<file path="src/rtl/ldmac_key_pkg.sv">
// ldmac_key_pkg: shared widths, rotation constants and FSM states for the LDMAC key schedule
package ldmac_key_pkg;
   localparam int KEY_W  = 128;
   localparam int WORD_W = 32;
   localparam int HALF_W = WORD_W / 2;
   localparam int LO_ROT = 4;
   localparam int HI_ROT = 2;
   typedef enum logic [0:0] {IDLE = 1'b0, EMIT = 1'b1} state_e;
endpackage

</file>
<file path="src/rtl/key_update_inv.sv">
// key_update_inv: one combinational inverse key-schedule step (pure wiring)
//   key     : round key K_i = {w3,w2,w1,w0}
//   inv_key : K_{i-1} = {w2,w1,w0,p}; p.lo = rotr(w3.lo,LO_ROT), p.hi = rotl(w3.hi,HI_ROT)
module key_update_inv
   import ldmac_key_pkg::*;
(
   input  logic [KEY_W-1:0] key,
   output logic [KEY_W-1:0] inv_key
);
   logic [WORD_W-1:0] w3;
   logic [HALF_W-1:0] lo;
   logic [HALF_W-1:0] hi;
   assign w3 = key[KEY_W-1 -: WORD_W];
   assign lo = w3[HALF_W-1:0];
   assign hi = w3[WORD_W-1:HALF_W];
   assign inv_key = {key[KEY_W-WORD_W-1:0],
                     hi[HALF_W-HI_ROT-1:0], hi[HALF_W-1 -: HI_ROT],
                     lo[LO_ROT-1:0], lo[HALF_W-1:LO_ROT]};
endmodule

</file>
<file path="src/rtl/key_update_inv_stream.sv">
// key_update_inv_stream: loads K_N and N, then streams K_N..K_0 over valid/ready
//   in_valid/in_ready/in_key/in_rounds : load handshake (ready only while idle)
//   out_valid/out_ready/out_key/out_idx/out_last : round-key stream, last when idx==0
//   abort : synchronous cancel back to idle, wins over any handshake
//   done  : one-cycle pulse after K_0 is accepted
module key_update_inv_stream #(
   parameter int KEY_W = 128,
   parameter int CNT_W = 8
) (
   input  logic             clk,
   input  logic             rst_n,
   input  logic             in_valid,
   output logic             in_ready,
   input  logic [KEY_W-1:0] in_key,
   input  logic [CNT_W-1:0] in_rounds,
   output logic             out_valid,
   input  logic             out_ready,
   output logic [KEY_W-1:0] out_key,
   output logic [CNT_W-1:0] out_idx,
   output logic             out_last,
   input  logic             abort,
   output logic             done
);
   import ldmac_key_pkg::*;
   state_e           state;
   logic [KEY_W-1:0] key_q;
   logic [KEY_W-1:0] inv_key;
   logic [CNT_W-1:0] cnt_q;
   logic             last_q;
   logic             done_q;
   key_update_inv u_inv (.key(key_q), .inv_key(inv_key));
   always_ff @(posedge clk or negedge rst_n) begin
      if (!rst_n) begin
         state  <= IDLE;
         key_q  <= '0;
         cnt_q  <= '0;
         last_q <= 1'b0;
         done_q <= 1'b0;
      end else begin
         done_q <= 1'b0;
         if (abort) begin
            state <= IDLE;
         end else if (state == IDLE) begin
            if (in_valid) begin
               state  <= EMIT;
               key_q  <= in_key;
               cnt_q  <= in_rounds;
               last_q <= in_rounds == '0;
            end
         end else if (out_ready) begin
            if (cnt_q == '0) begin
               state  <= IDLE;
               done_q <= 1'b1;
            end else begin
               key_q  <= inv_key;
               cnt_q  <= cnt_q - CNT_W'(1);
               last_q <= cnt_q == CNT_W'(1);
            end
         end
      end
   end
   assign in_ready  = state == IDLE;
   assign out_valid = state == EMIT;
   assign out_key   = key_q;
   assign out_idx   = cnt_q;
   assign out_last  = last_q;
   assign done      = done_q;
endmodule
</file>
<file path="config.mk">
export PLATFORM = sky130hd
export DESIGN_NAME = key_update_inv_stream
export DESIGN_NICKNAME = d
export VERILOG_FILES = /design/src/rtl/ldmac_key_pkg.sv /design/src/rtl/key_update_inv.sv /design/src/rtl/key_update_inv_stream.sv
export SDC_FILE = /design/constraint.sdc
export NUM_CORES = 1
export LEC_CHECK = 0
export ABC_AREA = 1
export CORE_MARGIN = 10
export CORE_UTILIZATION = 45
export DETAILED_ROUTE_END_ITERATION = 8
export PLACE_DENSITY = 0.8
export SLEW_MARGIN = 20
export SYNTH_ARGS = -nofsm -noshare
export SYNTH_HDL_FRONTEND = slang
export SYNTH_HIERARCHICAL = 1
export SYNTH_SLANG_ARGS = --single-unit
</file>
<file path="constraint.sdc">
create_clock -name clk -period 3.9 [get_ports clk]
set_clock_uncertainty 0.2 [all_clocks]
set_input_delay 0.585 -clock clk [delete_from_list [all_inputs] [get_ports clk]]
set_output_delay 0.585 -clock clk [all_outputs]
set_load 0.01 [all_outputs]
</file>
# Yosys cells after proc, flatten, opt, wreduce, memory -nomap -nowiden

Index checks and enable logic that the tools add are counted.

Output and inout port bits: 140
Bits in registers: 139
Word-level logic and storage cells: 36

Reductions and logical operators: 4
Mux-type cells: 21
$add $sub $neg: 1
Bitwise operators: 2
Eq/ne operators: 3

Operators by type and width:

| cell                                                                   | number |
|---|---|
| 128-bit two-way mux                                                    | 4 |
| 8-bit two-way mux                                                      | 4 |
| 8-bit logical NOT                                                      | 2 |
| 1-bit two-way mux                                                      | 13 |
| 8-bit by 1-bit equality test with 1-bit output (second input constant) | 1 |
| 8-bit by 1-bit subtractor with 8-bit output (second input constant)    | 1 |
| 2-bit != test (second input constant)                                  | 2 |
| 4-bit AND reduction                                                    | 1 |
| 1-bit inverter                                                         | 2 |
| 2-bit nonzero test                                                     | 1 |

# Longest topological paths before layout

Word-level depth: 5
Mapped depth: 11
Depth with buffers taken out: 9

# Cells and area by module

The synthesis kept the hierarchy.

By module, submodules not included:

| module                | times used | area each (um^2) | cells an instance | sequential area each (um^2) |
|---|---|---|---|---|
| key_update_inv_stream | 1          | 7161.9           | 1068              | 3478.3 |
| key_update_inv        | 1          | 960.9            | 128               | 0.0 |

# Worst setup path after synthesis

OpenSTA, ideal clock, no wires.

Path kind: register to register
From: register cnt_q[0] (netlist: out_idx[0])
To: register key_q[80] (netlist: out_key[80])
Setup time: 0.116 ns
Path slack: 2.135 ns
Stages on the path, launching flop included: 12
Arrival time: 1.448 ns
Period minus slack after synthesis: 1.765 ns
Cells stage by stage: dfrtp_1 > inv_1 > ha_1 > nand2_1 > nor2_1 > nand2_1 > nand2_2 > inv_2 > buf_6 > buf_6 > nand2_1 > nand2_1

Cells in the longest elaborated chain, start to end: 3

Ends and longest elaborated chain:

| item                                 | line                        | RTL |
|---|---|---|
| start: declaration                   | key_update_inv_stream.sv:28 | `logic [CNT_W-1:0] cnt_q;` |
| start signal: assignment             | key_update_inv_stream.sv:47 | `cnt_q <= in_rounds;` |
| start signal: assignment             | key_update_inv_stream.sv:56 | `cnt_q <= cnt_q - CNT_W'(1);` |
| 8-bit logical NOT                    | key_update_inv_stream.sv:51 | `if (cnt_q == '0) begin` |
| 2-bit != test (no source line)       | --                          |  |
| 4-bit AND reduction (no source line) | --                          |  |
| end signal: assignment               | key_update_inv_stream.sv:46 | `key_q <= in_key;` |
| end signal: assignment               | key_update_inv_stream.sv:55 | `key_q <= inv_key;` |
| end: declaration                     | key_update_inv_stream.sv:26 | `logic [KEY_W-1:0] key_q;` |

Every way passes these cells.
A chain may end at the register's enable or synchronous reset.

# Worst setup path in the final report

From: register state (netlist: out_valid)
To: output in_ready

Cells in the longest elaborated chain, start to end: 1

Ends and longest elaborated chain:

| item                     | line                        | RTL |
|---|---|---|
| start: declaration       | key_update_inv_stream.sv:25 | `state_e state;` |
| start signal: assignment | key_update_inv_stream.sv:34 | `state <= IDLE;` |
| start signal: assignment | key_update_inv_stream.sv:42 | `state <= IDLE;` |
| start signal: assignment | key_update_inv_stream.sv:45 | `state <= EMIT;` |
| 1-bit inverter           | key_update_inv_stream.sv:62 | `assign in_ready = state == IDLE;` |
| end: declaration         | key_update_inv_stream.sv:13 | `output logic in_ready,` |

Every way passes these cells.

==> impl_metrics.json <==
{
  "hp-class": "input pin to asynchronous set/reset pin",
  "cap_viol_max_count": 0,
  "grt_overflow": 0,
  "synth.avg_cell_area_sq_um": 6.79,
  "max_freq_mhz": 366,
  "synth_area_sq_mm": 0.00812,
  "layout_common_cells": "806 x nand2_1, 279 x clkdlybuf4s50_1, 138 x dfrtp_1",
  "nets": 1461,
  "finalHoldViolCount": 13,
  "final.setup.worst_slack_ps": 1170,
  "start_util_pct": 45.5,
  "yosysWarnings": 6,
  "root_buffer": "clkbuf_16",
  "finalSetupViolCount": 0,
  "post-route-min-period_ps": 2730,
  "ctsLongestPathBuffers": 2,
  "cts_htree_levels": 4,
  "drtAntennaViolNets": 0,
  "cts.sink_count": 139,
  "fin_crit_sh_pct": 70.1,
  "layout_commonest_cell": "nand2_1",
  "clk_latency_ps": 420,
  "rr_startpoint": "out_valid",
  "path_max_fanout": 27,
  "fillers": 1651,
  "synthCells": 1196,
  "grt_pass1_wl_mm": 39.8,
  "worst_ir_drop_vdd_uv": 288,
  "start_kind": "flip-flop",
  "area_growth_pct": 31.1,
  "die_w_microns": 154,
  "rows": 49,
  "whs_ps": -14.0,
  "die_area_sq_mm": 0.0238,
  "die-height_microns": 154,
  "path_class": "flip-flop to output pin",
  "io-pin-count": 281,
  "rr_worst_depth": 8,
  "synth.area.top_cells": "dfrtp_1 43%, nand2_1 37%, buf_4 13%",
  "drv_slew": 0,
  "worst_pin_slew_ps": 853,
  "post_drt_wl_per_cell_microns": 16.0,
  "power.density_mw_per_mm2": 500,
  "reg2reg_to": "out_key[96]",
  "drt_wl_total_mm": 24.9,
  "hpwl_mm": 17.4,
  "place.port_buffers": 280,
  "relSlewSlack_pct": 43.2,
  "cts-buffers-inserted": 17,
  "grt_max_degree": 139,
  "yosysTopAreaCell": "dfrtp_1",
  "synth_nets": 1340,
  "worstPathArrival_ps": 1950,
  "drcViolationCount": 0,
  "fin_setup_tns_ps": 0,
  "design_area_sq_mm": 0.0106,
  "first_iter_violations": 506,
  "post-place-ws_ps": 1250,
  "hold_buffers": 0,
  "track_usage_pct": 20.4,
  "grt_pass1_vias": 7295,
  "synth-seq-cells": 139,
  "critical_path_required_ps": 3120,
  "core_area_sq_mm": 0.0178,
  "place_area_sq_mm": 0.0100,
  "rsz0062_at_grt": "no",
  "multiInputGateArea_sq_mm": 0.00330,
  "synth_top_area_share_pct": 42.8,
  "first_pass_iters": 5,
  "antenna_found_initial": 1,
  "vias_per_cell": 4.74,
  "violations": "negative hold slack",
  "cts_tree": "yes",
  "ctsResizeCount": 0,
  "num_vias": 7397,
  "power_leakage_nw": 5.62,
  "status": "finished, violations left",
  "crit_path_end_kind": "output pin",
  "regArea_sq_mm": 0.00348,
  "gp_congestion": 0.852,
  "seq_area_frac_synth_pct": 42.8,
  "postCtsSetupBuffers": 0,
  "synth_cell_type_count": 20,
  "layout-drive-gt1-share_pct": 3.46,
  "r2r_slack_ps": 1450,
  "clk_pin_slew_ps": 60
}
## critical path, cell delays in order, from the launching register on
cell and delay (ps):
dfrtp_4 620, inv_4 280, clkdlybuf4s50_1 630
## cell type report
cell class | instances | area share, %
sequential | 139 | 32.7
multi-input combinational | 858 | 30.9
timing repair buffer | 289 | 27.3
clock buffer | 18 | 4.03
tap | 229 | 2.69
clock inverter | 14 | 1.82
inverter | 12 | 0.470
antenna | 1 | 0.0235
## report_power, final
part,switching [mW],leakage [nW],internal [mW],total [mW]
sequential,0.269,1.75,1.72,1.99
clock,0.667,0.301,1.07,1.74
combinational,0.774,3.57,0.817,1.59
total,1.71,5.62,3.61,5.32
## per-layer routing
metal	vias up	global-route usage, %	part of all wire (%)
met5	-	0	0
met4	0	6.93	2.0
met3	28	6.05	7.3
met2	259	32.4	49
met1	3417	25.8	42
li1	3693	-	-
## worst max path at each step
stage                     cells past startpoint       start      endpoint
after floorplan                              11  out_idx[0]   out_key[80]
after global placement                        8       abort  out_key[124]
after detailed placement                      8       abort   out_key[39]
after CTS                                     2   out_valid      in_ready
after global routing                          2   out_valid      in_ready
final                                         2   out_valid      in_ready
## registers in the layout, summed over array words and instances (netlist names)
register,count
out_valid,1
out_idx,8
out_last,1
done,1
out_key,128
## cell families (layout without fill, tap and decap cells)
logic type / Yosys count / count (layout) / synth area share, %
adder cells (fa/ha/maj): 3 / 3 / 0.462
AO/OA/AOI/OAI: 13 / 13 / 0.847
AND/OR/NAND/NOR: 842 / 842 / 39.2
flip-flops: 139 / 139 / 42.8
buffers and inverters: 199 / 333 / 16.7
other: 0 / 1 / 0
## per-stage QoR
step | hold slack [ps] | util [%] | cells | total power, mW
floorplan | 89.4 | - | 1196 | 2.99
global placement | 264 | 56.2 | 1527 | 3.57
detailed placement | 269 | 56.2 | 1527 | 3.61
CTS | 13.1 | 59.7 | 1559 | 5.36
global route | 28.4 | 59.7 | 1560 | 5.62
finish | -14.0 | 59.7 | 1560 | 5.32
## synth_stat cells
| cell | instances |
|---|---|
| buf_4 | 140 |
| clkinv_2 | 1 |
| nand4_1 | 3 |
| inv_1 | 9 |
| buf_6 | 6 |
| nand2_2 | 1 |
| nand3_1 | 7 |
| nor3b_1 | 1 |
| ha_1 | 3 |
| nand2_1 | 806 |
| nor2_1 | 23 |
| dfrtp_1 | 139 |
| clkbuf_1 | 13 |
| nor3_1 | 1 |
| buf_2 | 28 |
| a31oi_1 | 1 |
| inv_2 | 2 |
| o21bai_1 | 1 |
| a21oi_1 | 2 |
| o21ai_0 | 9 |
No activity file was read; power rests on OpenSTA's default activity.
==> variant 1: new RTL, config.mk and constraints unchanged <==
`KEY_W` is set to 128 in 2 places; all go to 64.
--- a/src/rtl/ldmac_key_pkg.sv
+++ b/src/rtl/ldmac_key_pkg.sv
@@ -1,6 +1,6 @@
 // ldmac_key_pkg: shared widths, rotation constants and FSM states for the LDMAC key schedule
 package ldmac_key_pkg;
-   localparam int KEY_W  = 128;
+   localparam int KEY_W  = 64;
    localparam int WORD_W = 32;
    localparam int HALF_W = WORD_W / 2;
    localparam int LO_ROT = 4;
--- a/src/rtl/key_update_inv_stream.sv
+++ b/src/rtl/key_update_inv_stream.sv
@@ -4,7 +4,7 @@
 //   abort : synchronous cancel back to idle, wins over any handshake
 //   done  : one-cycle pulse after K_0 is accepted
 module key_update_inv_stream #(
-   parameter int KEY_W = 128,
+   parameter int KEY_W = 64,
    parameter int CNT_W = 8
 ) (
    input  logic             clk,
Ports: changed (resized in_key and out_key); port bits go from 281 to 153. No check against the original RTL was run, so the function may have changed too.
==> variant 1 against the original RTL <==
Count of clock-buffer cells in the layout decreased by 9; first-iteration DRC count fell by 41%; sequential cell count down 64; wire length is 49% lower; setup slack got worse by 0.28 ns; synthesized cell count shrank 45%; non-clock buffer count is 132 lower; power shrank 48%; combinational power shrank 45%; via count is 45% lower; worst hold slack better by 0.16 ns; area after synthesis down 46%; final area is 46% lower; critical path type unchanged; critical endpoint unchanged; largest cell class unchanged.
==> variant 1: results (changes against the original RTL) <==
The flow ran to the end, and the final reports show no timing, DRC or antenna violations. The layout filler cell count is 909 (-45%). The fraction of the mapped netlist area in compound gates is 1.56% (+0.71 points).

The final weighted congestion of routability-driven global placement is 0.872 (+2.3%). The arrival time at the worst endpoint is 2.23 ns (+0.28 ns). The peak supply drop came to 0.204 mV (-29%). The final net count was 809 (-45%).

The number of flip-flops in the largest register is 64 (-50%). The number of antenna violations at the first check in global routing was 0 (-1). The adder-cell share of the synthesized area is 0.849% (+0.39 points). The sequential cell area fraction in the yosys report came out at 42.4% (-0.38 points). The commonest cells after synthesis are sky130_fd_sc_hd__nand2_1, sky130_fd_sc_hd__dfrtp_1, sky130_fd_sc_hd__buf_4, sky130_fd_sc_hd__nor2_1. The total cell area at the placement stage came out at 5500 µm² (-45%). The maximum fanout count along the critical path came out at 39 (+44%). The slew at the pin with the worst max-slew slack came out at 0.953 ns (+0.101 ns). The antenna diode count is 0 (-1). The length in cells of the worst reg-to-reg path is 9 (+1). The leakage component of the power is 3.04 nW (-46%). The register-to-register path setup slack came out at 1.05 ns (-0.40 ns). The reg-to-reg endpoint is out_idx[5]$_DFFE_PN0P_.

The number of CTS-inserted buffers is 9 (-8). The number of H-tree branching levels was 3 (-1). The average wire per cell in the routed design is 14.8 µm (-7.5%). The share of layout cells above drive strength 1 is 3.68% (+0.22 points). The largest net degree at the start of global routing is 76 (-45%). The wire length of the first global-routing pass came out at 21100 µm (-47%). The count of input and output buffers came out at 152 (-46%).
## variant 1: metrics by stage
| step | utilization (%) | hold slack [ns] | setup WS (ns) | std cells | power [mW] |
|---|---|---|---|---|---|
| 2_1_floorplan | - | 0.0894 | 2.15 | 656 | 1.62 |
| 3_3_place_gp | 56.7 | 0.276 | 1.15 | 851 | 1.95 |
| 3_5_place_dp | 56.7 | 0.276 | 1.06 | 851 | 1.97 |
| 4_1_cts | 59.5 | 0.212 | 0.851 | 867 | 2.79 |
| 5_1_grt | 59.5 | 0.237 | 0.747 | 867 | 2.93 |
| 6_report | 59.5 | 0.151 | 0.886 | 867 | 2.76 |
## variant 1: metal layers
layer	track usage (%)	vias up	part of all wire, %
met5	0	-	0
met4	7.63	0	2.8
met3	4.16	21	6.2
met2	29.6	132	48
met1	21.9	1876	43
li1	-	2048	-
## variant 1: report_power, final
group / internal, mW / total (mW) / switching, mW
sequential: 0.926 / 1.08 / 0.150
clock: 0.497 / 0.812 / 0.315
combinational: 0.447 / 0.875 / 0.427
## variant 1: cell type report
cell class	instances	share of cell area, %
multi-input combinational	474	32.1
inverter	12	0.781
timing repair buffer	157	27.0
clock buffer	9	2.15
clock inverter	7	2.56
sequential	75	32.6
tap	133	2.89
## variant 1: how the worst max path moves through the flow
stage          cells after the start  slack (ns)                      to
5_1_grt                            2        0.75                in_ready
3_5_place_dp                       9        1.06  out_idx[7]$_DFFE_PN0P_
3_3_place_gp                       9        1.15  out_idx[5]$_DFFE_PN0P_
4_1_cts                            2        0.85                in_ready
6_report                           2        0.89                in_ready
2_1_floorplan                      3        2.15                in_ready
## variant 1: kinds of logic (layout without fill, tap and decap cells)
family,after synthesis,after routing
DFF,75,75
adders and majority gates,3,3
and+or+nand+nor,458,458
AOI/OAI and AO/OA,13,13
buffers and inverters,107,185
## variant 1: critical path, cell delays in order, from the launching register on
cell,delay [ns]
sky130_fd_sc_hd__dfrtp_2,0.60
sky130_fd_sc_hd__inv_2,0.59
sky130_fd_sc_hd__clkdlybuf4s50_1,0.68
==> variant 2: new RTL, same settings <==
Without the edit above. Make the reset (`rst_n`) synchronous in one clocked block.
--- a/src/rtl/key_update_inv_stream.sv
+++ b/src/rtl/key_update_inv_stream.sv
@@ -29,7 +29,7 @@
    logic             last_q;
    logic             done_q;
    key_update_inv u_inv (.key(key_q), .inv_key(inv_key));
-   always_ff @(posedge clk or negedge rst_n) begin
+   always_ff @(posedge clk) begin
       if (!rst_n) begin
          state  <= IDLE;
          key_q  <= '0;
Formal check against the unedited RTL: not equivalent (a bounded check fails within 4 cycles, from zero or initial values and one cycle with rst_n low; the reset may be asserted at any time).
==> variant 2 against the original RTL <==
Area after synthesis shrank 2.8%; register-to-register slack lost 0.06 ns; first-iteration DRC count shrank 32%; sequential cell count is the same; count of clock-buffer cells in the layout grew 3; cell count grew 0.45%; worst hold slack gained 0.31 ns; wire length shrank 3.2%; final area shrank 4.1%; setup slack gained 0.12 ns; non-clock buffer count is the same; global-route usage shrank 0.54 points; power shrank 19%; utilization shrank 0.45 points; critical path type unchanged; largest cell class is now multi-input gates.
==> variant 2: results (changes against the original RTL) <==
The flow ran to the end, and the final reports show no timing, DRC or antenna violations. The fraction of the mapped netlist area in compound gates is 9.55% (+8.7 points). The fraction of standard cell area in multi-input logic came out at 34.8% (+3.9 points). The distinct cell type count of the synthesized netlist came out at 28 (+40%). The antenna diode count came out at 0 (-1). The adder-cell share of the synthesized area is 0.475% (+0.013 points).

The launch point of the worst reg-to-reg path is out_valid$_SDFF_PP0_. The clock network power share came out at 39.7% (+7.0 points). In this run the critical register-to-register path is captured at out_key[8]$_SDFFE_PN0P_.

The class of the tightest hold or removal check is reg2reg. The relative max-transition margin is 42.9% (-0.26 points). The net switching component of the power came to 1.19 mW (-30%). Relative to the synthesized area, the layout overhead comes to 29.3%. The number of antenna violations at the first check in global routing came to 0 (-1). The share of async-settable or async-resettable flops after synthesis came to 0% (-100 points). The via count of the first global-routing pass is 7192 (-1.4%). The detailed router's first-iteration violation count is 342 (-32%). The final weighted congestion of routability-driven global placement is 0.870 (+2.1%). The placed wire-length estimate came out at 17100 µm (-1.8%). The wire length the detailed router placed on met1 came out at 10400 µm (-0.27%).

Ranked by total cell area, the synthesized netlist is headed by sky130_fd_sc_hd__dfxtp_1, sky130_fd_sc_hd__nand2_1, sky130_fd_sc_hd__nor2_1. The most used flip-flop cell after synthesis is sky130_fd_sc_hd__dfxtp_1. The peak supply drop is 0.284 mV (-1.2%). The average wire per cell in the routed design came out at 15.4 µm (-3.6%). The power drawn by the sequential cells was 1.65 mW (-17%). The final-layout clock-cell area share came out at 6.05% (+0.20 points).

The slowest stage of the critical path is the sky130_fd_sc_hd__dfxtp_4 cell. The leakage component of the power came out at 4.50 nW (-20%). Broken down by cell family, the worst path's largest delay share belongs to flip-flops. The arrival time at the worst endpoint is 1.83 ns (-0.12 ns). The share of layout cells above drive strength 1 came out at 3.80% (+0.34 points). The fraction of met2 tracks used by global routing came out at 31.5% (-0.95 points).

The maximum fanout count along the critical path came out at 56 (+110%). The final net count is 1473 (+0.82%).
## variant 2: through the flow
step,util [%],std cells,hold WS (ns),total power [mW],worst slack (ns)
after floorplan,-,1223,0.323,2.30,2.14
after global routing,59.2,1567,0.321,4.50,1.18
final,59.2,1567,0.301,4.29,1.28
after global placement,55.7,1535,0.288,2.61,1.28
after detailed placement,55.7,1535,0.288,2.62,1.23
after CTS,59.2,1567,0.300,4.34,1.22
## variant 2: worst max path at each step
stage / slack [ns] / start / to
3_5_place_dp: 1.23 / in_valid / out_key[38]$_SDFFE_PN0P_
5_1_grt: 1.18 / out_valid$_SDFF_PP0_ / out_key[8]$_SDFFE_PN0P_
4_1_cts: 1.22 / out_valid$_SDFF_PP0_ / out_valid
3_3_place_gp: 1.28 / in_valid / out_key[69]$_SDFFE_PN0P_
6_report: 1.28 / out_valid$_SDFF_PP0_ / out_valid
2_1_floorplan: 2.14 / in_valid / out_idx[0]$_SDFFE_PN0P_
